### config.mk
export PLATFORM = sky130hd
export DESIGN_NAME = muldiv_sequencer
export DESIGN_NICKNAME = d
export VERILOG_FILES = /design/src/rtl/muldiv_sequencer.sv
export SDC_FILE = /design/constraint.sdc
export NUM_CORES = 1
export LEC_CHECK = 0
export ABC_AREA = 0
export CAP_MARGIN = 25
export CORE_MARGIN = 5
export CORE_UTILIZATION = 40
export DETAILED_ROUTE_END_ITERATION = 6
export DONT_BUFFER_PORTS = 1
export GPL_TIMING_DRIVEN = 0
export SETUP_SLACK_MARGIN = 0.4
export SLEW_MARGIN = 20
export SYNTH_ARGS = -nofsm -noshare
export SYNTH_HDL_FRONTEND = slang
export SYNTH_SLANG_ARGS = --single-unit
### constraint.sdc
create_clock -name clk -period 13 [get_ports clk]
set_input_delay 1.3 -clock clk [delete_from_list [all_inputs] [get_ports clk]]
set_output_delay 1.3 -clock clk [all_outputs]
set_load 0.02 [all_outputs]
### src/rtl/muldiv_sequencer.sv
// -----------------------------------------------------------------------------
// muldiv_sequencer
//   Multi-cycle controller and iterative datapath for the RV32M MUL/DIV/REM
//   group. Accepts one operation at a time from the execute stage, holds the
//   pipeline with `stall` while it iterates, then presents a registered result
//   together with a one-cycle `valid` pulse.
//
//   Multiply: shift-add, MSB of the multiplier first, one bit per cycle.
//   Divide:   restoring division, one quotient bit per cycle.
//   Both run on operand magnitudes. The sign fix-up is applied when the result
//   is registered.
//
// Ports
//   clk     in   1  rising-edge clock
//   rst_n   in   1  asynchronous reset, active low
//   start   in   1  M-extension op present; sampled only in IDLE
//   op      in   3  funct3 (MUL, MULH, MULHSU, MULHU, DIV, DIVU, REM, REMU)
//   SrcA    in   W  rs1 operand (multiplicand / dividend)
//   SrcB    in   W  rs2 operand (multiplier / divisor)
//   flush   in   1  kill the in-flight op and return to IDLE
//   stall   out  1  freeze upstream pipeline registers (combinational)
//   busy    out  1  state != IDLE (registered)
//   valid   out  1  result valid, high for exactly the DONE cycle (registered)
//   result  out  W  registered result, driven to zero outside DONE
// -----------------------------------------------------------------------------
module muldiv_sequencer #(
  parameter int DATA_WIDTH = 32
) (
  input  logic                  clk,
  input  logic                  rst_n,
  input  logic                  start,
  input  logic [2:0]            op,
  input  logic [DATA_WIDTH-1:0] SrcA,
  input  logic [DATA_WIDTH-1:0] SrcB,
  input  logic                  flush,
  output logic                  stall,
  output logic                  busy,
  output logic                  valid,
  output logic [DATA_WIDTH-1:0] result
);

  localparam int W  = DATA_WIDTH;
  localparam int CW = $clog2(W);

  localparam logic [2:0] OP_MUL    = 3'b000;
  localparam logic [2:0] OP_MULH   = 3'b001;
  localparam logic [2:0] OP_MULHSU = 3'b010;
  localparam logic [2:0] OP_MULHU  = 3'b011;
  localparam logic [2:0] OP_DIV    = 3'b100;
  localparam logic [2:0] OP_DIVU   = 3'b101;
  localparam logic [2:0] OP_REM    = 3'b110;
  localparam logic [2:0] OP_REMU   = 3'b111;

  localparam logic [W-1:0]    ZERO_W   = {W{1'b0}};
  localparam logic [W-1:0]    ONES_W   = {W{1'b1}};
  localparam logic [W-1:0]    MIN_NEG  = {1'b1, {(W-1){1'b0}}};
  localparam logic [2*W-1:0]  ZERO_2W  = {(2*W){1'b0}};
  localparam logic [CW-1:0]   CNT_ZERO = {CW{1'b0}};
  localparam logic [CW-1:0]   CNT_ONE  = {{(CW-1){1'b0}}, 1'b1};
  localparam logic [CW-1:0]   CNT_LAST = CW'(W - 1);

  typedef enum logic [1:0] {
    IDLE    = 2'd0,
    COMPUTE = 2'd1,
    DONE    = 2'd2
  } state_t;

  // Two's-complement negate of a W-bit value when requested.
  function automatic logic [W-1:0] neg_if_w(input logic [W-1:0] v, input logic neg);
    return neg ? (-v) : v;
  endfunction

  // Two's-complement negate of a 2W-bit value when requested.
  function automatic logic [2*W-1:0] neg_if_2w(input logic [2*W-1:0] v, input logic neg);
    return neg ? (-v) : v;
  endfunction

  state_t           state_r;
  logic [2:0]       op_r;
  logic [W-1:0]     mag_a_r;
  logic [W-1:0]     mag_b_r;
  logic             neg_res_r;
  logic [CW-1:0]    cnt_r;
  logic [2*W-1:0]   acc_r;
  logic             busy_r;
  logic             valid_r;
  logic [W-1:0]     result_r;

  logic             sign_a_s;
  logic             sign_b_s;
  logic [W-1:0]     mag_a_s;
  logic [W-1:0]     mag_b_s;
  logic             neg_res_s;
  logic             div_zero_s;
  logic             ovf_s;
  logic             fast_s;
  logic [W-1:0]     fast_res_s;

  logic [W:0]       hi_s;
  logic [2*W-1:0]   acc_step_s;
  logic [2*W-1:0]   prod_fix_s;
  logic [W-1:0]     final_res_s;

  // Operand decode at issue: signedness, magnitudes and fast-case detection.
  always_comb begin
    sign_a_s   = 1'b0;
    sign_b_s   = 1'b0;
    fast_res_s = ZERO_W;
    case (op)
      OP_MULH, OP_DIV, OP_REM: begin
        sign_a_s = SrcA[W-1];
        sign_b_s = SrcB[W-1];
      end
      OP_MULHSU: begin
        sign_a_s = SrcA[W-1];
        sign_b_s = 1'b0;
      end
      default: begin
        sign_a_s = 1'b0;
        sign_b_s = 1'b0;
      end
    endcase
    mag_a_s    = neg_if_w(SrcA, sign_a_s);
    mag_b_s    = neg_if_w(SrcB, sign_b_s);
    // Remainder takes the dividend's sign; everything else the product of signs.
    neg_res_s  = (op[2] & op[1]) ? sign_a_s : (sign_a_s ^ sign_b_s);
    div_zero_s = op[2] & (SrcB == ZERO_W);
    ovf_s      = ((op == OP_DIV) || (op == OP_REM)) && (SrcA == MIN_NEG) && (SrcB == ONES_W);
    fast_s     = div_zero_s | ovf_s;
    if (div_zero_s) begin
      fast_res_s = op[1] ? SrcA : ONES_W;
    end else if (ovf_s) begin
      fast_res_s = op[1] ? ZERO_W : MIN_NEG;
    end else begin
      fast_res_s = ZERO_W;
    end
  end

  // One iteration step of the shared accumulator (multiply or divide).
  always_comb begin
    // Partial remainder after the left shift needs one extra bit for the compare.
    hi_s       = acc_r[2*W-1:W-1];
    acc_step_s = acc_r;
    if (op_r[2]) begin
      if (hi_s >= {1'b0, mag_b_r}) begin
        acc_step_s = {hi_s[W-1:0] - mag_b_r, acc_r[W-2:0], 1'b1};
      end else begin
        acc_step_s = {hi_s[W-1:0], acc_r[W-2:0], 1'b0};
      end
    end else begin
      // Multiplier consumed MSB first: shift partial product, then add.
      if (mag_b_r[cnt_r]) begin
        acc_step_s = {acc_r[2*W-2:0], 1'b0} + {ZERO_W, mag_a_r};
      end else begin
        acc_step_s = {acc_r[2*W-2:0], 1'b0};
      end
    end
  end

  // Final result selection with sign fix-up, taken from the last step.
  always_comb begin
    prod_fix_s  = neg_if_2w(acc_step_s, neg_res_r);
    final_res_s = ZERO_W;
    case (op_r)
      OP_MUL:                       final_res_s = prod_fix_s[W-1:0];
      OP_MULH, OP_MULHSU, OP_MULHU: final_res_s = prod_fix_s[2*W-1:W];
      OP_DIV, OP_DIVU:              final_res_s = neg_if_w(acc_step_s[W-1:0], neg_res_r);
      OP_REM, OP_REMU:              final_res_s = neg_if_w(acc_step_s[2*W-1:W], neg_res_r);
      default:                      final_res_s = ZERO_W;
    endcase
  end

  // Pipeline hold: drops at once on flush or reset, and is low in DONE.
  always_comb begin
    if (!rst_n || flush) begin
      stall = 1'b0;
    end else begin
      stall = ((state_r == IDLE) & start) | (state_r == COMPUTE);
    end
  end

  assign busy   = busy_r;
  assign valid  = valid_r;
  assign result = result_r;

  // Sequencer FSM and datapath registers.
  always_ff @(posedge clk or negedge rst_n) begin
    if (!rst_n) begin
      state_r   <= IDLE;
      op_r      <= 3'b000;
      mag_a_r   <= ZERO_W;
      mag_b_r   <= ZERO_W;
      neg_res_r <= 1'b0;
      cnt_r     <= CNT_ZERO;
      acc_r     <= ZERO_2W;
      busy_r    <= 1'b0;
      valid_r   <= 1'b0;
      result_r  <= ZERO_W;
    end else if (flush) begin
      state_r  <= IDLE;
      busy_r   <= 1'b0;
      valid_r  <= 1'b0;
      result_r <= ZERO_W;
    end else begin
      case (state_r)
        IDLE: begin
          valid_r  <= 1'b0;
          result_r <= ZERO_W;
          if (start) begin
            op_r      <= op;
            mag_a_r   <= mag_a_s;
            mag_b_r   <= mag_b_s;
            neg_res_r <= neg_res_s;
            cnt_r     <= CNT_LAST;
            // Division seeds the low half with the dividend magnitude.
            acc_r     <= op[2] ? {ZERO_W, mag_a_s} : ZERO_2W;
            busy_r    <= 1'b1;
            if (fast_s) begin
              state_r  <= DONE;
              valid_r  <= 1'b1;
              result_r <= fast_res_s;
            end else begin
              state_r  <= COMPUTE;
            end
          end else begin
            state_r <= IDLE;
            busy_r  <= 1'b0;
          end
        end
        COMPUTE: begin
          acc_r <= acc_step_s;
          cnt_r <= cnt_r - CNT_ONE;
          if (cnt_r == CNT_ZERO) begin
            state_r  <= DONE;
            valid_r  <= 1'b1;
            result_r <= final_res_s;
          end else begin
            state_r <= COMPUTE;
          end
        end
        DONE: begin
          state_r  <= IDLE;
          busy_r   <= 1'b0;
          valid_r  <= 1'b0;
          result_r <= ZERO_W;
        end
        default: begin
          state_r  <= IDLE;
          busy_r   <= 1'b0;
          valid_r  <= 1'b0;
          result_r <= ZERO_W;
        end
      endcase
    end
  end

endmodule

Yosys cells after proc, flatten, opt, wreduce, memory -nomap -nowiden

Index checks and enable logic that the tools add are counted.

Bits in registers: 173
Bits in latches: 0
Memory bits (writable): 0
Bits in read-only memories: 0
Logic and storage cells: 103
Memories: 0

$add $sub $neg: 8
$mul: 0
Div/mod/pow operators: 0
Order comparisons: 2
Equality and inequality tests: 17
Shifts and indexed selects: 0
Mux-type cells: 42
Bitwise operators: 7
Reductions and logical operators: 17

Operator list:

| kind                                                                          | count |
|---|---|
| 32-bit two-way mux                                                            | 13 |
| 64-bit two-way mux                                                            | 5 |
| 32-bit negation                                                               | 4 |
| 32-bit one-hot mux with 4 select lines                                        | 1 |
| 64-bit one-hot mux with 2 select lines                                        | 1 |
| 64-bit by 32-bit adder with 64-bit output                                     | 1 |
| 32-bit == test (second input constant)                                        | 2 |
| 64-bit negation                                                               | 1 |
| 32-bit one-hot mux with 2 select lines                                        | 1 |
| 33-bit by 32-bit >= comparator with 1-bit output                              | 1 |
| 32-bit zero test                                                              | 1 |
| 32-bit subtractor                                                             | 1 |
| 3-bit == test (second input constant)                                         | 6 |
| 1-bit two-way mux                                                             | 11 |
| 5-bit one-hot mux with 2 select lines                                         | 1 |
| 3-bit by 2-bit == test with 1-bit output (second input constant)              | 3 |
| 2-bit two-way mux                                                             | 4 |
| 3-bit by 1-bit == test with 1-bit output (second input constant)              | 2 |
| 5-bit by 6-bit less-than comparator with 1-bit output (second input constant) | 1 |
| 3-bit AND reduction                                                           | 2 |
| 3-bit OR reduction                                                            | 2 |
| 1-bit binary-select mux with 5-bit select                                     | 1 |
| 5-bit zero test                                                               | 1 |
| 5-bit two-way mux                                                             | 1 |
| other kinds (18)                                                              | 26 |

Logic depth before layout (Yosys ltp)

Gate-level depths: netlist of the first run.

Depth in word-level cells: 10
Gate-level depth with buffers: 22

Worst setup path after synthesis of the first run

OpenSTA, ideal clock, no wires.

Path kind: register to register
Start: register cnt_r[0]
End: register result_r[22], in the netlist result[22]
Setup time: 126 ps
Data arrival time: 4860 ps
Data required time: 12874 ps
Slack: 8014 ps
Cell stages (with the launch flop): 19
Buffers on the path: 3
Cells stage by stage: dfrtp_1 > clkbuf_1 > nor2b_1 > a22oi_1 > nand2_1 > o41a_1 > a21oi_1 > clkbuf_1 > clkbuf_1 > mux2i_1 > ha_1 > inv_1 > a211o_1 > nand4bb_4 > or4_4 > or4_1 > o21ai_2 > xnor2_1 > a311o_1

Longest elaborated chain between the ends: 10

RTL lines:

| what                                                            | line   | RTL |
|---|---|---|
| start: declaration                                              | 83     | `logic [CW-1:0] cnt_r;` |
| start signal: assignment                                        | 232    | `cnt_r <= cnt_r - CNT_ONE;` |
| 1-bit binary-select mux with 5-bit select                       | 152    | `if (mag_b_r[cnt_r]) begin` |
| 1-bit two-way mux (not written as such)                         | 152    |  |
| 64-bit two-way mux                                              | 152    |  |
| 64-bit two-way mux                                              | 144    | `if (op_r[2]) begin` |
| 64-bit negation / 32-bit negation (equally long branches)       | 75, 70 |  |
| 64-bit two-way mux / 32-bit two-way mux (equally long branches) | 75, 70 |  |
| 32-bit one-hot mux with 4 select lines                          | 164    | `case (op_r)` |
| 32-bit two-way mux                                              | 233    | `if (cnt_r == CNT_ZERO) begin` |
| 32-bit one-hot mux with 2 select lines                          | 205    | `case (state_r)` |
| 32-bit two-way mux                                              | 199    | `end else if (flush) begin` |
| end signal: assignment                                          | 221    | `result_r <= fast_res_s;` |
| end signal: assignment                                          | 236    | `result_r <= final_res_s;` |
| end: declaration                                                | 87     | `logic [W-1:0] result_r;` |

Several ways; a longest one is shown, not always the timed one. The select of a mux whose other input is x is not followed.
A chain may end at the register's enable or synchronous reset.

Final worst setup path of the first run

Start: register cnt_r[0]
End: register result_r[0], in the netlist result[0]

The elaborated chain is that of the path after synthesis.

==> results of run 1 <==
where the power goes:
| part | switching [mW] | internal (mW) |
|---|---|---|
| combinational | 1.85 | 0.837 |
| clock | 0.258 | 0.265 |
| sequential | 0.151 | 0.638 |
worst paths after layout:
| path | from | end | slack (ns) | cells after the start |
|---|---|---|---|---|
| min in group asynchronous | rst_n | acc_r[60] | 0.52 | 0 |
| hold reg to reg | mag_b_r[21] | mag_b_r[21] | 0.48 | 2 |
| hold / removal | mag_b_r[21] | mag_b_r[21] | 0.48 | 2 |
| setup / recovery | cnt_r[0] | result[0] | 6.07 | 21 |
| max in group asynchronous | rst_n | acc_r[9] | 12.03 | 0 |
| setup reg to reg | cnt_r[0] | result[0] | 6.07 | 21 |
cells by family (layout without fill, tap and decap cells):
family                     count (synthesis)  count (layout)  share of synthesized area
DFF                                      173             173                      0.242
muxes                                     51              51                     0.0289
AOI/OAI and AO/OA                        870             870                      0.320
buffers and inverters                    226             261                     0.0488
and+or+nand+nor                          853             853                      0.236
adders and majority gates                 70              70                     0.0497
xor gates and xnor gates                 153             153                     0.0748
cells in the mapped netlist, types with 18 or more instances:
library cell	number	area [µm²]
sky130_fd_sc_hd__xor2_1	70	613
sky130_fd_sc_hd__mux2i_1	48	480
sky130_fd_sc_hd__or4_1	23	173
sky130_fd_sc_hd__and2_1	22	138
sky130_fd_sc_hd__nor2_1	155	582
sky130_fd_sc_hd__a21o_1	24	180
sky130_fd_sc_hd__ha_1	68	851
sky130_fd_sc_hd__dfrtp_1	173	4330
sky130_fd_sc_hd__o31a_1	21	184
sky130_fd_sc_hd__nor3_1	71	355
sky130_fd_sc_hd__o21a_1	46	345
sky130_fd_sc_hd__and3_1	21	131
sky130_fd_sc_hd__a211oi_1	19	143
sky130_fd_sc_hd__o31ai_1	38	285
sky130_fd_sc_hd__nand4_1	50	313
sky130_fd_sc_hd__a22o_1	18	158
sky130_fd_sc_hd__o21ai_0	246	1230
sky130_fd_sc_hd__nand3_1	54	270
sky130_fd_sc_hd__nand2_1	297	1110
sky130_fd_sc_hd__o221ai_1	27	236
sky130_fd_sc_hd__a21oi_1	171	856
sky130_fd_sc_hd__clkbuf_1	137	514
sky130_fd_sc_hd__xnor2_1	83	727
sky130_fd_sc_hd__inv_1	65	244
sky130_fd_sc_hd__o211ai_1	34	255
sky130_fd_sc_hd__a31oi_1	23	144
sky130_fd_sc_hd__or3_1	20	125
sky130_fd_sc_hd__nand2b_1	31	194
sky130_fd_sc_hd__nor4_1	36	225
state kept, by name, indices dropped and copies added, names as in the netlist:
register,count
acc_r,64
mag_a_r,32
mag_b_r,32
result,32
cnt_r,5
op_r,3
state_r,2
busy,1
neg_res_r,1
valid,1
tightest hold or removal path, cell delays in order (launching register included):
cell and delay, ns:
sky130_fd_sc_hd__dfrtp_1 0.34, sky130_fd_sc_hd__nand2_1 0.05, sky130_fd_sc_hd__o21ai_0 0.06
metrics by stage:
| step | instances | util |
|---|---|---|
| final | 3023 | 0.435 |
| after global routing | 3023 | 0.435 |
| after CTS | 3023 | 0.435 |
| after detailed placement | 2991 | 0.422 |
| after global placement | 2988 | 0.422 |
| after floorplan | 2396 | - |
routing by layer:
layer  track usage  up-vias
li1              -     9046
met3        0.0712      233
met1         0.451     9961
met5             0        -
met4         0.139        0
met2         0.499     1305
layout by cell type (no fill, tap or decap), types with 24 or more instances in the layout:
master | synthesis | routed
sky130_fd_sc_hd__nand2_1 | 297 | 297
sky130_fd_sc_hd__o21ai_0 | 246 | 246
sky130_fd_sc_hd__dfrtp_1 | 173 | 173
sky130_fd_sc_hd__a21oi_1 | 171 | 171
sky130_fd_sc_hd__nor2_1 | 155 | 155
sky130_fd_sc_hd__clkbuf_1 | 137 | 139
sky130_fd_sc_hd__xnor2_1 | 83 | 83
sky130_fd_sc_hd__nor3_1 | 71 | 70
sky130_fd_sc_hd__xor2_1 | 70 | 70
sky130_fd_sc_hd__ha_1 | 68 | 68
sky130_fd_sc_hd__inv_1 | 65 | 65
sky130_fd_sc_hd__nand3_1 | 54 | 54
sky130_fd_sc_hd__nand4_1 | 50 | 50
sky130_fd_sc_hd__mux2i_1 | 48 | 48
sky130_fd_sc_hd__o21a_1 | 46 | 46
sky130_fd_sc_hd__o31ai_1 | 38 | 38
sky130_fd_sc_hd__nor4_1 | 36 | 36
sky130_fd_sc_hd__o211ai_1 | 34 | 34
sky130_fd_sc_hd__nand2b_1 | 31 | 31
sky130_fd_sc_hd__o221ai_1 | 27 | 27
sky130_fd_sc_hd__a21o_1 | 24 | 24
final cells by class:
cell class | count | area [µm²]
plain buffers | 161 | 629
clock buffers | 19 | 433
clock inverters | 13 | 116
fillers | 4561 | 25000
inverters | 65 | 244
multi-input cells | 1997 | 12700
flip-flops and latches | 173 | 4330
well taps | 592 | 741
repair buffers | 3 | 15.0
==> results.txt, run 1 <==
----------------------------------------------------
[STA]
  Worst hold-check slack ... 0.481 ns
  Final critical path time including I/O delays and setup ... roughly 7 ns
  Accumulated negative setup slack ... 0 ns
  Number of endpoints with negative hold slack in the final report ... 0
  Final max-slew violation count ... 0
  Remaining max-slew budget at the tightest pin ... 0.267
  Setup-failing EPs final ... 0
  Transition at the pin with the smallest max-transition slack ... 1.09 ns
  Post-route setup slack ... between 6 and 7 ns
  Post-route fraction of the period consumed by the critical path ... 0.533
  Setup Skew ... 0.0241 ns
  Max Fclk ... 0.144 GHz
  Setup repair after global routing missed its margin ... false

[Power]
  Max IR drop VDD ... approximately 120 µV
  Power per Cell Area ... about 210 nW/µm²
  Leakage power of the design ... 7.28 nW
  Sum of internal, switching and leakage power ... 4.00 mW

[Cells and area]
  Area Growth Syn to Fin ... 7.31%
  Final net count ... 2559
  Antenna fix cells ... 0
  Fraction of final layout cells sized beyond drive strength 1 ... 0.0383
  Final std cell area, no fill ... just under 20000 µm²

[Yosys]
  Count of unique library cells instantiated by Yosys ... 96
  Flip-flop and latch count after synthesis ... between 150 and 200
  Mapped Area ... 17900 µm²
  Count of flip-flops with a built-in enable after synthesis ... 0
  Synthesized area per cell ... ~7.5 µm²
  Number of warnings reported in the yosys synthesis log ... 0
  Sequential fraction of the synthesis area ... 0.242
  Synth Flop Type ... sky130_fd_sc_hd__dfrtp_1
  Gate Count Post-Synth ... 2396
  Share of async-settable or async-resettable flops after synthesis ... 1.00
  Total nets after synthesis ... approximately 2.5k

[Floorplanning]
  Row Count ... 77
  Full die area ... 49100 µm²
  Core area ... about 44000 µm²
  Initial core utilization ... 0.405
  Top-level I/O count ... around 110
  Chip width ... roughly 220 µm
  Chip Height ... 222 µm

[Clocking]
  Buffer cell driving the clock tree root ... sky130_fd_sc_hd__clkbuf_16
  CTS sink cnt ... between 150 and 200
  Reg clk slew, reported paths ... approximately 0.070 ns
  Num CTS Buffers ... 17
  H-tree depth reported by CTS ... 4
  Clock tree from TritonCTS ... done
  CTS max path bufs ... 2
  Resized Gates After CTS ... 0
  Worst-skew pair later-pin latency ... 0.49 ns
  Post-CTS setup repair buffer count ... 0
  Number of hold buffers added after CTS ... 0

[Drt]
  Top layer in use ... met4
  Met3 routed wirelength ... approximately 8.9 mm
  Per-cell routed wire length ... between 20 and 30 µm
  Total via count in the routed design ... a little over 20k
  DRT antenna net count ... 0
  Detailed Route Iter0 Violations ... around 3k
  Wl on met1 ... 34.9 mm
  Detailed-route DRC error count ... 0
  Met2 wire len ... between 30 and 40 mm
  Via/cell ratio ... between 6 and 7
  Wire length after detailed routing ... 84.6 mm
  Drt first pass iters ... 6

[Worst setup path]
  Kind of cell with the highest combined delay on the critical path ... buffers and inverters
  Arrival time of data at the critical path endpoint ... 7.26 ns
  Setup crit end kind ... flop
  Crit path max fanout ... 10
  Worst Setup Path Type ... reg2reg
  Buffering stage count on the worst path with inverters included ... 6
  Ordered cell list for the critical path ... clkbuf_1 > nor2b_1 > a22oi_1 > nand2_1 > o41a_1 > a21oi_1 > clkbuf_1 > clkbuf_1 > buf_1 > nand2_1 > and2_1 > ha_1 > inv_1 > a211o_1 > nand4bb_4 > or4_4 > buf_2 > and2_1 > xor2_1 > o21ai_0 > a21oi_1
  CP most frequent cell ... sky130_fd_sc_hd__clkbuf_1
  Worst path slowest cell ... sky130_fd_sc_hd__buf_1
  Required time at the endpoint of the critical path ... ~13 ns
  Startpoint kind of the worst setup timing path ... flop
  Maximum single-stage delay on the critical path ... ~0.7 ns

[Outcome]
  Run status ... completed

[Global routing]
  Initial antenna violation count ... 1
  Via count of the first global-routing pass ... ~19k
  Overall track demand over capacity in global routing ... 0.328
  Total grt overflow ... 0
  Maximum number of pins on one net before global-route repair ... 175
  Global-route wire length before repair ... 124 mm

[Placed design]
  Detailed placer's ending HPWL ... about 67 mm
  Number of buffers inserted by port buffering ... 0
  Placer congestion estimate ... between 1 and 1.5
  Instance area after placement ... 18700 µm²
  Worst slack at placement ... ~6.3 ns

[Run]
  Max-cap violations ... 0

[Min path]
  Worst min path class ... reg2reg

----------------------------------------------------
Power figures use the tool's default switching activity.
==> run 2, diff against run 1 <==
==> constraint.sdc (replaced) <==
create_clock -name clk -period 7.08 [get_ports clk]
set_input_delay 0.708 -clock clk [delete_from_list [all_inputs] [get_ports clk]]
set_output_delay 0.708 -clock clk [all_outputs]
set_load 0.02 [all_outputs]
==> results.txt, run 2 (synthesis results as in run 1) <==
----------------------------------------------------
[STA]
  Remaining max-slew budget at the tightest pin ... 0.227
  Accumulated negative setup slack ... 0 ns
  Number of endpoints with negative hold slack in the final report ... 0
  Worst hold-check slack ... between 0.15 and 0.2 ns
  Final critical path time including I/O delays and setup ... ~6.5 ns
  Post-route fraction of the period consumed by the critical path ... 0.917
  Max Fclk ... 0.154 GHz
  Transition at the pin with the smallest max-transition slack ... approximately 1.2 ns
  Setup-failing EPs final ... 0
  Setup Skew ... between 0.02 and 0.025 ns
  Final max-slew violation count ... 0
  Setup repair after global routing missed its margin ... false

[Cells and area]
  Antenna fix cells ... 0
  Area of all sequential standard cells ... between 4000 and 5000 µm²
  Leading cell type in the layout, fill and taps excluded ... sky130_fd_sc_hd__nand2_1
  Most frequent cells in the layout ... sky130_fd_sc_hd__nand2_1 (297), sky130_fd_sc_hd__o21ai_0 (245), sky130_fd_sc_hd__dfrtp_1 (173), sky130_fd_sc_hd__a21oi_1 (171), sky130_fd_sc_hd__nor2_1 (155)
  Max FFs per register ... 64
  Area occupied by multi-input gates ... roughly 13000 µm²
  Most flops, register ... acc_r
  Final net count ... 2560
  Fraction of final layout cells sized beyond drive strength 1 ... 0.0403
  Area Growth Syn to Fin ... 7.49%
  Filler cells ... around 4.6k

[Worst setup path]
  Setup crit end kind ... flop
  Startpoint kind of the worst setup timing path ... flop
  Required time at the endpoint of the critical path ... 7.42 ns
  Arrival time of data at the critical path endpoint ... roughly 7 ns
  Crit path max fanout ... 10
  Worst Setup Path Type ... reg2reg
  Number of cells on the worst reg-to-reg path ... 15

[Drt]
  Wl on met1 ... around 35 mm
  Via/cell ratio ... 6.78
  Met3 routed wirelength ... 8.90 mm
  Wire length after detailed routing ... 84.9 mm
  Detailed Route Iter0 Violations ... between 3k and 4k
  Met2 wire len ... 36.7 mm
  Detailed-route DRC error count ... 0
  Per-cell routed wire length ... ~28 µm
  Drt first pass iters ... 6
  Total via count in the routed design ... 20.5k
  DRT antenna net count ... 0
  Top layer in use ... met5

[Global routing]
  Global-route wire length before repair ... roughly 120 mm
  Initial antenna violation count ... 2
  Via count of the first global-routing pass ... 18.8k
  Maximum number of pins on one net before global-route repair ... roughly 170
  Overall track demand over capacity in global routing ... 0.329
  Total grt overflow ... 0

[Clocking]
  Clock tree from TritonCTS ... done
  H-tree depth reported by CTS ... 4
  Worst-skew pair later-pin latency ... around 0.48 ns
  CTS max path bufs ... 2
  CTS sink cnt ... roughly 170
  Buffer cell driving the clock tree root ... sky130_fd_sc_hd__clkbuf_16
  Reg clk slew, reported paths ... around 0.08 ns
  Num CTS Buffers ... 17

[Floorplanning]
  Chip Height ... around 220 µm
  Initial core utilization ... 0.405
  Core area ... around 44000 µm²
  Chip width ... 222 µm
  Row Count ... between 70 and 80
  Top-level I/O count ... 106
  Full die area ... approximately 49000 µm²

[Power]
  Power per Cell Area ... about 380 nW/µm²
  Leakage power of the design ... around 7.3 nW
  Max IR drop VDD ... about 210 µV

[Run]
  Max-cap violations ... 0

[Min path]
  Worst min path class ... in2async

[Placed design]
  Placer congestion estimate ... 1.03
  Detailed placer's ending HPWL ... 67.5 mm
  Number of buffers inserted by port buffering ... 0

[Outcome]
  Run status ... completed

----------------------------------------------------
==> run 2: cell types whose count changed in the layout (fill, tap and decap cells not counted) <==
cell                       before  now
sky130_fd_sc_hd__buf_1          6    5
sky130_fd_sc_hd__o21ai_1       16   17
sky130_fd_sc_hd__buf_16         0    1
sky130_fd_sc_hd__o21ai_0      246  245
sky130_fd_sc_hd__buf_2         19   20
sky130_fd_sc_hd__clkbuf_1     139  136
sky130_fd_sc_hd__clkbuf_2       1    4
==> run 2: routing by layer <==
layer  up-vias  track usage
met4         2        0.139
met5         -            0
li1       9040            -
met1     10000        0.451
met3       213       0.0743
met2      1236        0.501
==> run 2: layout make-up <==
class                           instances  share of cell area
Clock inverter                         13             0.00604
Buffer                                161              0.0329
Inverter                               65              0.0127
Timing Repair Buffer                    4             0.00221
Tap cell                              592              0.0385
Clock buffer                           19              0.0225
Multi-Input combinational cell       1997               0.660
Sequential cell                       173               0.225
==> run 2: where the power goes <==
part / leakage, nW / total, mW / internal, mW / switching [mW]
clock: 0.269 / 0.957 / 0.487 / 0.471
sequential: 2.21 / 1.45 / 1.17 / 0.277
combinational: 4.83 / 4.97 / 1.54 / 3.43
==> run 2: final timing paths <==
kind                            slack, ns   startpoint          end
max in group asynchronous            6.02        rst_n     acc_r[9]
worst max-delay path                 0.59     acc_r[0]   result[23]
min in group clk                     0.30        flush   state_r[0]
worst max register to register       0.59     acc_r[0]   result[23]
worst min register to register       0.48  mag_b_r[21]  mag_b_r[21]
worst min-delay path                 0.19        rst_n    acc_r[60]
==> run 2: critical path: stages (launching register included) <==
cell                        delay, ns
sky130_fd_sc_hd__dfrtp_1         0.49
sky130_fd_sc_hd__ha_1            0.30
sky130_fd_sc_hd__a211oi_1        0.60
sky130_fd_sc_hd__o21ai_1         0.27
sky130_fd_sc_hd__a211oi_1        0.41
sky130_fd_sc_hd__o21ai_0         0.34
sky130_fd_sc_hd__o2bb2ai_1       0.86
sky130_fd_sc_hd__or4_1           0.24
sky130_fd_sc_hd__a41oi_1         0.13
sky130_fd_sc_hd__a311o_1         0.51
sky130_fd_sc_hd__nor4_2          0.62
sky130_fd_sc_hd__clkbuf_1        0.48
sky130_fd_sc_hd__o311ai_1        0.24
sky130_fd_sc_hd__o21a_1          0.25
sky130_fd_sc_hd__o31ai_1         0.46
sky130_fd_sc_hd__nand3_1         0.13
==> run 2: through the flow <==
| stage | utilization | area, µm² | worst slack [ns] | std cells | total power [mW] |
|---|---|---|---|---|---|
| after floorplan | - | 17900 | 2.09 | 2396 | 4.58 |
| after global placement | 0.422 | 18700 | 0.477 | 2988 | 6.14 |
| after detailed placement | 0.422 | 18700 | 0.391 | 2991 | 6.18 |
| after CTS | 0.435 | 19300 | 0.432 | 3024 | 7.17 |
| after global routing | 0.435 | 19300 | 0.412 | 3024 | 7.73 |
| final | 0.435 | 19300 | 0.590 | 3024 | 7.37 |
==> run 2: timing repair <==
item	in CTS	in global routing
gates resized for setup	1	7
hold endpoints to repair	173	0
hold buffers	1	0
setup buffers	0	0
endpoints found under the setup margin	1	14
==> run 3, diff against run 2 <==
--- a/config.mk
+++ b/config.mk
@@ -6,12 +6,15 @@
 export NUM_CORES = 1
 export LEC_CHECK = 0
 export ABC_AREA = 0
+export BUFFER_PORTS_ARGS = -buffer_cell sky130_fd_sc_hd__clkbuf_2
 export CAP_MARGIN = 25
+export CELL_PAD_IN_SITES_DETAIL_PLACEMENT = 0
+export CELL_PAD_IN_SITES_GLOBAL_PLACEMENT = 1
 export CORE_MARGIN = 5
 export CORE_UTILIZATION = 40
 export DETAILED_ROUTE_END_ITERATION = 6
-export DONT_BUFFER_PORTS = 1
 export GPL_TIMING_DRIVEN = 0
+export PLACE_DENSITY_LB_ADDON = 0.1
 export SETUP_SLACK_MARGIN = 0.4
 export SLEW_MARGIN = 20
 export SYNTH_ARGS = -nofsm -noshare
==> results.txt, run 3 (synthesis results as in run 1) <==
----------------------------------------------------
[Global routing]
  Maximum number of pins on one net before global-route repair ... between 60 and 70
  Total grt overflow ... 0
  Global-route wire length before repair ... ~130 mm
  Via count of the first global-routing pass ... about 19k
  Overall track demand over capacity in global routing ... 0.347
  Initial antenna violation count ... 1

[Worst setup path]
  Worst Setup Path Type ... reg2reg
  Number of cells on the worst reg-to-reg path ... 18
  Kind of cell with the highest combined delay on the critical path ... compound AO/OA/AOI/OAI gates
  Maximum single-stage delay on the critical path ... ~0.69 ns
  Crit path max fanout ... 10
  Required time at the endpoint of the critical path ... 7.51 ns
  Setup crit end kind ... flop
  Arrival time of data at the critical path endpoint ... 7.11 ns
  Startpoint kind of the worst setup timing path ... flop
  CP most frequent cell ... sky130_fd_sc_hd__clkbuf_1
  Ordered cell list for the critical path ... clkbuf_1 > inv_1 > ha_1 > nor2b_1 > o2111ai_1 > a2111oi_2 > o31a_1 > nor2_1 > nor4b_1 > o21ai_0 > o31a_1 > clkbuf_1 > nor4_4 > clkbuf_1 > o211ai_1 > a211oi_1 > o31ai_1 > nand3_1
  Worst path slowest cell ... sky130_fd_sc_hd__a2111oi_2
  Total number of cells along the worst setup path ... 18
  Buffering stage count on the worst path with inverters included ... 4

[Placed design]
  Worst slack at placement ... approximately 0.48 ns
  Placer congestion estimate ... about 1.0
  Detailed placer's ending HPWL ... roughly 70 mm
  Number of placed instances, taps included ... 3096
  Number of buffers inserted by port buffering ... between 100 and 150

[Run]
  Max-cap violations ... 0

[STA]
  Setup repair after global routing missed its margin ... false
  Number of endpoints with negative hold slack in the final report ... 0
  Setup Skew ... 0.0177 ns
  Max Fclk ... roughly 0.15 GHz
  Final critical path time including I/O delays and setup ... around 6.7 ns
  Post-route setup slack ... ~0.4 ns
  Post-route fraction of the period consumed by the critical path ... 0.942
  Transition at the pin with the smallest max-transition slack ... ~1.1 ns
  Final max-slew violation count ... 0
  Accumulated negative setup slack ... 0 ns
  Setup-failing EPs final ... 0
  Remaining max-slew budget at the tightest pin ... 0.263

[Cells and area]
  Final net count ... around 2.7k
  Most flops, register ... acc_r
  Filler cells ... around 4.7k
  Max FFs per register ... 64
  Most frequent cells in the layout ... sky130_fd_sc_hd__nand2_1 (297), sky130_fd_sc_hd__o21ai_0 (246), sky130_fd_sc_hd__dfrtp_1 (173), sky130_fd_sc_hd__a21oi_1 (171), sky130_fd_sc_hd__nor2_1 (155)
  Leading cell type in the layout, fill and taps excluded ... sky130_fd_sc_hd__nand2_1
  Number of standard cells in the layout, taps in and fillers out ... approximately 3.1k
  Antenna fix cells ... 0
  Area Growth Syn to Fin ... 11.1%
  Fraction of final layout cells sized beyond drive strength 1 ... 0.0804

[Power]
  Sum of internal, switching and leakage power ... roughly 7.6 mW
  Power per Cell Area ... 383 nW/µm²
  Comb power frac ... 0.669
  Share of power burned in the clock network ... 0.141
  Leakage power of the design ... just under 8 nW
  Max IR drop VDD ... about 180 µV
  Share of total power consumed by net switching ... 0.569
  Int Pwr ... around 3.3 mW
  Portion of total power attributed to sequential cells ... 0.190
  Switching power ... roughly 4.3 mW

[Floorplanning]
  Chip Height ... 222 µm
  Chip width ... ~220 µm
  Top-level I/O count ... roughly 110
  Full die area ... ~49000 µm²
  Core area ... roughly 44000 µm²
  Row Count ... a little under 80
  Initial core utilization ... 0.405

[Clocking]
  Num CTS Buffers ... 17
  Clock tree from TritonCTS ... done
  Reg clk slew, reported paths ... around 0.090 ns
  CTS sink cnt ... roughly 170
  Buffer cell driving the clock tree root ... sky130_fd_sc_hd__clkbuf_16
  CTS max path bufs ... 2
  Worst-skew pair later-pin latency ... approximately 0.51 ns
  Number of hold buffers added after CTS ... 0
  H-tree depth reported by CTS ... 4

[Drt]
  Total via count in the routed design ... 20.8k
  Wire length after detailed routing ... about 90 mm
  DRT antenna net count ... 0
  Drt first pass iters ... 6
  Per-cell routed wire length ... around 28 µm
  Detailed-route DRC error count ... 0
  Via/cell ratio ... approximately 6.6
  Detailed Route Iter0 Violations ... between 2k and 2.5k

[Min path]
  Worst min path class ... in2async

[Outcome]
  Run status ... completed

----------------------------------------------------
## run 3: worst reg2reg max path: cells and delay by family (launching register included)
kind	cells	cell delay [ns]
and+or+nand+nor	5	1.51
AOI/OAI and AO/OA	8	2.87
adders and majority gates	1	0.27
DFF	1	0.42
buffers and inverters	4	1.54
## run 3: final timing paths
path | from | slack (ns) | endpoint
min reg2reg | mag_b_r[13] | 0.49 | mag_b_r[13]
max | acc_r[31] | 0.41 | result[23]
max reg2reg | acc_r[31] | 0.41 | result[23]
max in group asynchronous | rst_n | 5.80 | acc_r[1]
min | rst_n | 0.18 | acc_r[59]
min in group clk | flush | 0.47 | state_r[0]
## run 3: per-layer routing
metal	up-vias	GRT usage	wire length, µm	part of all wire
li1	9265	-	-	-
met1	10200	0.497	38900	0.44
met2	1104	0.514	37800	0.43
met3	177	0.0710	8270	0.093
met4	0	0.135	3660	0.041
met5	-	0	0	0
## run 3: stage by stage
| step | utilization | area [µm²] | hold slack [ns] |
|---|---|---|---|
| 2_1_floorplan | - | 17900 | 0.412 |
| 3_3_place_gp | 0.433 | 19200 | 0.464 |
| 3_5_place_dp | 0.436 | 19300 | 0.479 |
| 4_1_cts | 0.450 | 19900 | 0.189 |
| 5_1_grt | 0.450 | 19900 | 0.217 |
| 6_report | 0.450 | 19900 | 0.179 |
## run 3: what timing repair did
item                       in CTS  in global routing
hold endpoints to repair        0                  0
resized for setup               0                  4
setup buffers                   0                  0
setup endpoints to repair       0                 11
## run 3: power groups by stage
stage / Sequential, mW / Clock (mW) / Combinational [mW]
floorplan: 1.33 / 0 / 3.25
global placement: 1.45 / 0 / 4.89
detailed placement: 1.45 / 0 / 4.90
CTS: 1.43 / 1.08 / 4.93
global route: 1.46 / 1.10 / 5.43
finish: 1.45 / 1.07 / 5.10
## run 3: area by class of cell
type | count | area [µm²] | area share
Buffer | 161 | 632 | 0.0317
Clock buffer | 19 | 453 | 0.0227
Clock inverter | 13 | 169 | 0.00848
Inverter | 65 | 244 | 0.0123
Multi-Input combinational cell | 1997 | 12700 | 0.640
Sequential cell | 173 | 4330 | 0.217
Tap cell | 592 | 741 | 0.0372
Timing Repair Buffer | 109 | 604 | 0.0304
